<file path="src/rtl/seg_pkg.sv">
`default_nettype none
// ============================================================================
// Module      : seg_pkg
// Description : Shared types and constants for the multiplexed seven-segment
//               display driver: segment vector type, blanked pattern and the
//               active-low hex glyphs {g,f,e,d,c,b,a}.
// Revision    : 1.0 - initial release
// ============================================================================
package seg_pkg;

  // Active-low segment vector, bit order {g,f,e,d,c,b,a}
  typedef logic [6:0] seg_t;

  // All segments dark
  localparam seg_t SEG_OFF = 7'b1111111;

  // Hex glyphs 0-F
  localparam seg_t SEG_HEX_0 = 7'b1000000;
  localparam seg_t SEG_HEX_1 = 7'b1111001;
  localparam seg_t SEG_HEX_2 = 7'b0100100;
  localparam seg_t SEG_HEX_3 = 7'b0110000;
  localparam seg_t SEG_HEX_4 = 7'b0011001;
  localparam seg_t SEG_HEX_5 = 7'b0010010;
  localparam seg_t SEG_HEX_6 = 7'b0000010;
  localparam seg_t SEG_HEX_7 = 7'b1111000;
  localparam seg_t SEG_HEX_8 = 7'b0000000;
  localparam seg_t SEG_HEX_9 = 7'b0010000;
  localparam seg_t SEG_HEX_A = 7'b0001000;
  localparam seg_t SEG_HEX_B = 7'b0000011;
  localparam seg_t SEG_HEX_C = 7'b1000110;
  localparam seg_t SEG_HEX_D = 7'b0100001;
  localparam seg_t SEG_HEX_E = 7'b0000110;
  localparam seg_t SEG_HEX_F = 7'b0001110;

  // Digit-index width: a single-digit display still needs a 1-bit index
  function automatic int seg_idx_width(input int n);
    return (n <= 1) ? 1 : $clog2(n);
  endfunction

endpackage : seg_pkg
`default_nettype wire

</file>
<file path="src/rtl/seg_hex_decoder.sv">
`default_nettype none
// ============================================================================
// Module      : seg_hex_decoder
// Description : Combinational nibble to active-low seven-segment decoder,
//               full hex range 0-F.
// Revision    : 1.0 - initial release
// ============================================================================
module seg_hex_decoder
  import seg_pkg::*;
(
  input  logic [3:0] i_nibble,
  output seg_t       o_seg
);

  // Glyph lookup; every nibble value has a pattern
  always_comb begin
    o_seg = SEG_OFF;
    case (i_nibble)
      4'h0: o_seg = SEG_HEX_0;
      4'h1: o_seg = SEG_HEX_1;
      4'h2: o_seg = SEG_HEX_2;
      4'h3: o_seg = SEG_HEX_3;
      4'h4: o_seg = SEG_HEX_4;
      4'h5: o_seg = SEG_HEX_5;
      4'h6: o_seg = SEG_HEX_6;
      4'h7: o_seg = SEG_HEX_7;
      4'h8: o_seg = SEG_HEX_8;
      4'h9: o_seg = SEG_HEX_9;
      4'hA: o_seg = SEG_HEX_A;
      4'hB: o_seg = SEG_HEX_B;
      4'hC: o_seg = SEG_HEX_C;
      4'hD: o_seg = SEG_HEX_D;
      4'hE: o_seg = SEG_HEX_E;
      4'hF: o_seg = SEG_HEX_F;
      default: o_seg = SEG_OFF;
    endcase
  end

endmodule : seg_hex_decoder
`default_nettype wire

</file>
<file path="src/rtl/seg_scan_driver.sv">
`default_nettype none
// ============================================================================
// Module      : seg_scan_driver
// Description : Multiplexed seven-segment display driver. Latches DIGITS hex
//               nibbles on a parallel-load strobe and scans them onto one
//               shared active-low segment bus with one-hot active-low anodes.
//               Each digit window starts with a dark guard cycle to avoid
//               ghosting; a frame pulse marks the guard cycle of digit 0.
//               Optional feature macro: SEG_LZB_EN (leading-zero blanking).
// Revision    : 1.0 - initial release
// ============================================================================
module seg_scan_driver
  import seg_pkg::*;
#(
  parameter int DIGITS   = 4,
  parameter int PRESCALE = 4096
) (
  input  logic                  clk,
  input  logic                  rst_n,
  input  logic                  pl,
  input  logic                  en,
  input  logic [4*DIGITS-1:0]   din,
  output logic [6:0]            seg,
  output logic [DIGITS-1:0]     an,
  output logic                  frame
);

  localparam int PCNT_W = $clog2(PRESCALE);
  localparam int IDX_W  = seg_idx_width(DIGITS);

  localparam logic [PCNT_W-1:0] c_PCNT_LAST = PCNT_W'(PRESCALE - 1);
  localparam logic [IDX_W-1:0]  c_IDX_LAST  = IDX_W'(DIGITS - 1);

  logic [4*DIGITS-1:0] r_shadow;
  logic [PCNT_W-1:0]   r_pcnt;
  logic [IDX_W-1:0]    r_idx;
  seg_t                r_seg;
  logic [DIGITS-1:0]   r_an;
  logic                r_frame;

  logic                w_guard;
  logic                w_idx_last;
  logic [DIGITS-1:0]   w_an_sel;
  logic [3:0]          w_nibble;
  seg_t                w_dec;
  seg_t                w_active_seg;

  assign w_guard    = (r_pcnt == '0);
  assign w_idx_last = (r_idx == c_IDX_LAST);
  assign w_an_sel   = ~(DIGITS'(1) << r_idx);

  // Select the nibble of the digit currently being scanned
  always_comb begin
    w_nibble = 4'h0;
    for (int k = 0; k < DIGITS; k++) begin
      if (r_idx == IDX_W'(k)) begin
        w_nibble = r_shadow[4*k +: 4];
      end
    end
  end

  seg_hex_decoder u_dec (
    .i_nibble (w_nibble),
    .o_seg    (w_dec)
  );

`ifdef SEG_LZB_EN
  // Bit k set when digit k (k>0) and every more significant digit are zero
  logic [DIGITS-1:0] w_lz_mask;

  // Walk from the most significant digit down while the run of zeros holds
  always_comb begin
    logic v_zero_run;
    v_zero_run = 1'b1;
    w_lz_mask  = '0;
    for (int k = DIGITS - 1; k >= 1; k--) begin
      v_zero_run   = v_zero_run & (r_shadow[4*k +: 4] == 4'h0);
      w_lz_mask[k] = v_zero_run;
    end
  end

  // The active anode bit (low in w_an_sel) picks the blanking flag
  assign w_active_seg = (|(w_lz_mask & ~w_an_sel)) ? SEG_OFF : w_dec;
`else
  assign w_active_seg = w_dec;
`endif

  // Shadow register: loads regardless of scan enable
  always_ff @(posedge clk or negedge rst_n) begin
    if (!rst_n) begin
      r_shadow <= '0;
    end else if (pl) begin
      r_shadow <= din;
    end
  end

  // Prescale counter and digit index advance only while enabled
  always_ff @(posedge clk or negedge rst_n) begin
    if (!rst_n) begin
      r_pcnt <= '0;
      r_idx  <= '0;
    end else if (en) begin
      if (r_pcnt == c_PCNT_LAST) begin
        r_pcnt <= '0;
        r_idx  <= w_idx_last ? '0 : r_idx + IDX_W'(1);
      end else begin
        r_pcnt <= r_pcnt + PCNT_W'(1);
      end
    end
  end

  // Registered pin drivers: dark on the guard cycle, glyph otherwise
  always_ff @(posedge clk or negedge rst_n) begin
    if (!rst_n) begin
      r_seg <= SEG_OFF;
      r_an  <= '1;
    end else if (en) begin
      if (w_guard) begin
        r_seg <= SEG_OFF;
        r_an  <= '1;
      end else begin
        r_seg <= w_active_seg;
        r_an  <= w_an_sel;
      end
    end
  end

  // Frame marker: a single-cycle pulse on the enabled guard cycle of digit 0
  always_ff @(posedge clk or negedge rst_n) begin
    if (!rst_n) begin
      r_frame <= 1'b0;
    end else begin
      r_frame <= en & w_guard & (r_idx == '0);
    end
  end

  assign seg   = r_seg;
  assign an    = r_an;
  assign frame = r_frame;

endmodule : seg_scan_driver
`default_nettype wire
</file>
<file path="config.mk">
export PLATFORM = sky130hd
export DESIGN_NAME = seg_scan_driver
export DESIGN_NICKNAME = d
export VERILOG_FILES = /design/src/rtl/seg_pkg.sv /design/src/rtl/seg_hex_decoder.sv /design/src/rtl/seg_scan_driver.sv
export SDC_FILE = /design/constraint.sdc
export NUM_CORES = 1
export LEC_CHECK = 0
export BUFFER_PORTS_ARGS = -buffer_cell sky130_fd_sc_hd__buf_2
export CAP_MARGIN = 10
export CORE_AREA = 8 8 76 78
export CTS_CLUSTER_DIAMETER = 60
export DETAILED_ROUTE_END_ITERATION = 10
export DIE_AREA = 0 0 84 86
export PLACE_DENSITY = 0.8
export RECOVER_POWER = 50
export SLEW_MARGIN = 20
export SYNTH_ARGS = -nofsm -noshare
export SYNTH_HDL_FRONTEND = slang
export SYNTH_SLANG_ARGS = --single-unit
</file>
<file path="constraint.sdc">
create_clock -name clk -period 2.8 [get_ports clk]
set_input_delay 0.14 -clock clk [delete_from_list [all_inputs] [get_ports clk]]
set_output_delay 0.14 -clock clk [all_outputs]
set_load 0.005 [all_outputs]
</file>
==> flow_summary_export.csv <==
group,metric,value,unit
outcome,status,"complete, but fails checks",
outcome,violations,"capacitance limit, slew limit",
power_and_ir_drop,fin_total_pwr,0.00155,W
critical_path,critPathLaunchType,"flip-flop",
cts,post_cts_buffers,0,
floorplan,design.die.area,7220,um2
floorplan,coreArea,4600,um2
critical_path,arrival,2.60,ns
power_and_ir_drop,leakage,1.12,nW
cts,post_cts_resized,0,
synth,synth_fp_nets,237,
synth,netlist.area_leader.share,0.349,
floorplan,die_x,84,um
cells_and_area,fin_nets,266,
synth,ys_ff_latch,42,
floorplan,pin_count,32,
cts,cts_sinks,42,
cts,cts_htree_levels,2,
critical_path,crit_buf_inv,1,
grt,gr-usage-all-layers,0.119,
sta,clock.fmax,418,MHz
critical_path,path_max_fanout,12,
cells_and_area,drive_gt1_frac,0.302,
hold_path,hp-class,"in -> reg",
critical_path,slowest_delay,0.42,ns
power_and_ir_drop,peakVddDrop,0.000288,V
grt,gr-total-overflow,0,
place,dp_hpwl,3130,um
detailed_routing,final_antenna_net_count,0,
cells_and_area,finish.utilization,0.546,
sta,setup_tns,0,ns
sta,fin_crit_sh,0.854,
detailed_routing,drt-total-wl,4180,um
synth,synth_seq_area_share,0.479,
place,dp_cells,281,
floorplan,die_h,86,um
place,io_buffers,31,
power_and_ir_drop,power.density,619,nW/um2
cells_and_area,fin_cells,289,
synth,yosysUniqueCellTypes,51,
detailed_routing,drc_errors,0,
critical_path,regToRegSetupSlack,0.41,ns
sta,slew_viol_final,43,
floorplan,rows,25,
detailed_routing,dr.first_iter.drc_count,115,
cts,clock_path_buffers,2,
critical_path,crit_slowest_cell,"dfrtp_1",
critical_path,worst_setup_path_end_kind,"flip-flop",
critical_path,cp_cell_sequence,"ha_1 > nor2_1 > o211ai_1 > nand2_1 > inv_1 > ha_1 > a2111oi_0 > a311oi_1",
cells_and_area,fillers,414,
sta,fin_crit,2.39,ns
synth,syn_inst,205,
cts,cts_made_buffers,5,
synth,netlist_area,2220,um2
floorplan,initial_core_util,0.484,
synth,syn_avg_cell_area,10.8,um2
cts,cts_root_buffer,"clkbuf_8",
grt,antenna_found_initial,0,
place,place_congestion,0.870,
synth,yosysMostFrequentCell,"dfrtp_1",
grt,grt_pass1_vias,1592,
critical_path,crit_top_cell,"ha_1",
synth,async_reset_ff_frac,1.00,
cells_and_area,syn_to_final_growth,12.8,%
detailed_routing,vias,1570,
synth,synth_top_area_cell,"dfrtp_1",
job,maxCapViolations,1,
synth,yosys_warnings,0,
sta,tightest_slew,2.16,ns
sta,clock_skew,0.00968,ns
cts,clk_latency,0.29,ns
synth,ys.flop_type,"dfrtp_1",
cts,holdBufCountCts,0,
cts,clk_pin_slew,0.08,ns
cells_and_area,antenna_cells,0,
critical_path,crit_type,"reg -> reg",
detailed_routing,drt-pass1-iter-count,4,
cts,cts_tree,"done",
detailed_routing,wl_per_cell,14.5,um
critical_path,cp_top_family,"compound AO/OA/AOI/OAI gates",
sta,hold_viol_final,0,
synth,synthTopCellsByCount,"31 x dfrtp_1, 22 x nor2_1, 16 x mux2_2, 16 x nand2_1, 12 x ha_1",
grt,grt_pass1_wl,7150,um
detailed_routing,avgViaCountPerCell,5.43,
sta,rsz0062_at_grt,"false",
critical_path,critical_path_required,3.01,ns
sta,slew_headroom,-0.443,
synth,synth_area_leaders,"dfrtp_1 35%, dfstp_2 13%, mux2_2 8.1%",
synth,synth_edf_count,0,
grt,grt_max_degree,43,
sta,setup_viol,0,
## layout by cell type, fill, tap and decap left out, drive strengths merged, types with 5 or more instances in the layout
| cell type | netlist | layout |
|---|---|---|
| dfrtp | 31 | 31 |
| buf | 5 | 31 |
| nor2 | 22 | 22 |
| nand2 | 16 | 16 |
| mux2 | 16 | 16 |
| ha | 12 | 12 |
| dfstp | 11 | 11 |
| inv | 9 | 9 |
| nand3 | 9 | 9 |
| a21oi | 8 | 8 |
| clkbuf | 5 | 7 |
| xor2 | 5 | 5 |
| xnor2 | 5 | 5 |
| o21ai | 5 | 5 |
| nor3b | 5 | 5 |
## worst register-to-register path, delay by kind of cell, from the launching register on
family | cells | cell delay (ns)
simple gates | 2 | 0.50
fa+ha+maj | 2 | 0.60
buf+inv | 1 | 0.10
compound gates | 3 | 0.70
flops | 1 | 0.42
## per-layer routing
metal / wire length, um / share of wire / track usage
met1: 2040 / 0.49 / 0.152
met2: 1900 / 0.45 / 0.180
met3: 200 / 0.048 / 0.0436
met4: 46 / 0.011 / 0.0408
met5: 0 / 0 / 0
## power breakdown
| part | total (W) | switching (W) | internal (W) |
|---|---|---|---|
| clock network | 0.000474 | 0.000208 | 0.000266 |
| registers | 0.000786 | 0.0000703 | 0.000716 |
| logic | 0.000293 | 0.000149 | 0.000145 |
## path summary, 6_finish.rpt
check | startpoint | depth (start not counted) | to
max in group asynchronous | rst_n | 1 | r_idx[0]
min in group asynchronous | rst_n | 1 | r_pcnt[2]
min | din[12] | 3 | r_shadow[12]
max reg2reg | r_idx[0] | 8 | seg[3]
max | r_idx[0] | 8 | seg[3]
min reg2reg | seg[2] | 2 | seg[2]
## cell type report
type	instances	area, um2	area share
clock buffers	6	72.6	0.0289
clock inverters	2	37.5	0.0150
inverters	9	33.8	0.0135
multi-input cells	144	1070	0.427
flip-flops and latches	42	1060	0.424
well taps	54	67.6	0.0269
repair buffers	32	161	0.0643
## logic make-up after synthesis
kind of cell | count (synthesis) | share of synthesized area
xor+xnor | 10 | 0.0394
simple gates | 73 | 0.184
compound gates | 32 | 0.105
flops | 42 | 0.479
mux | 17 | 0.0855
fa+ha+maj | 12 | 0.0675
buf+inv | 19 | 0.0394
## through the flow
step / setup WS [ns] / hold slack [ns] / cell area (um2)
finish: 0.408 / 0.0499 / 2510
global route: 0.205 / 0.0469 / 2510
CTS: 0.402 / 0.00759 / 2510
detailed placement: 0.411 / 0.332 / 2400
global placement: 0.554 / 0.332 / 2400
floorplan: 0.719 / -0.156 / 2220
## sequential cells by signal, indices dropped and copies added (netlist names)
name	flops
r_pcnt	12
an	4
frame	1
seg	7
r_idx	2
r_shadow	16
No activity file was read; power rests on OpenSTA's default activity.
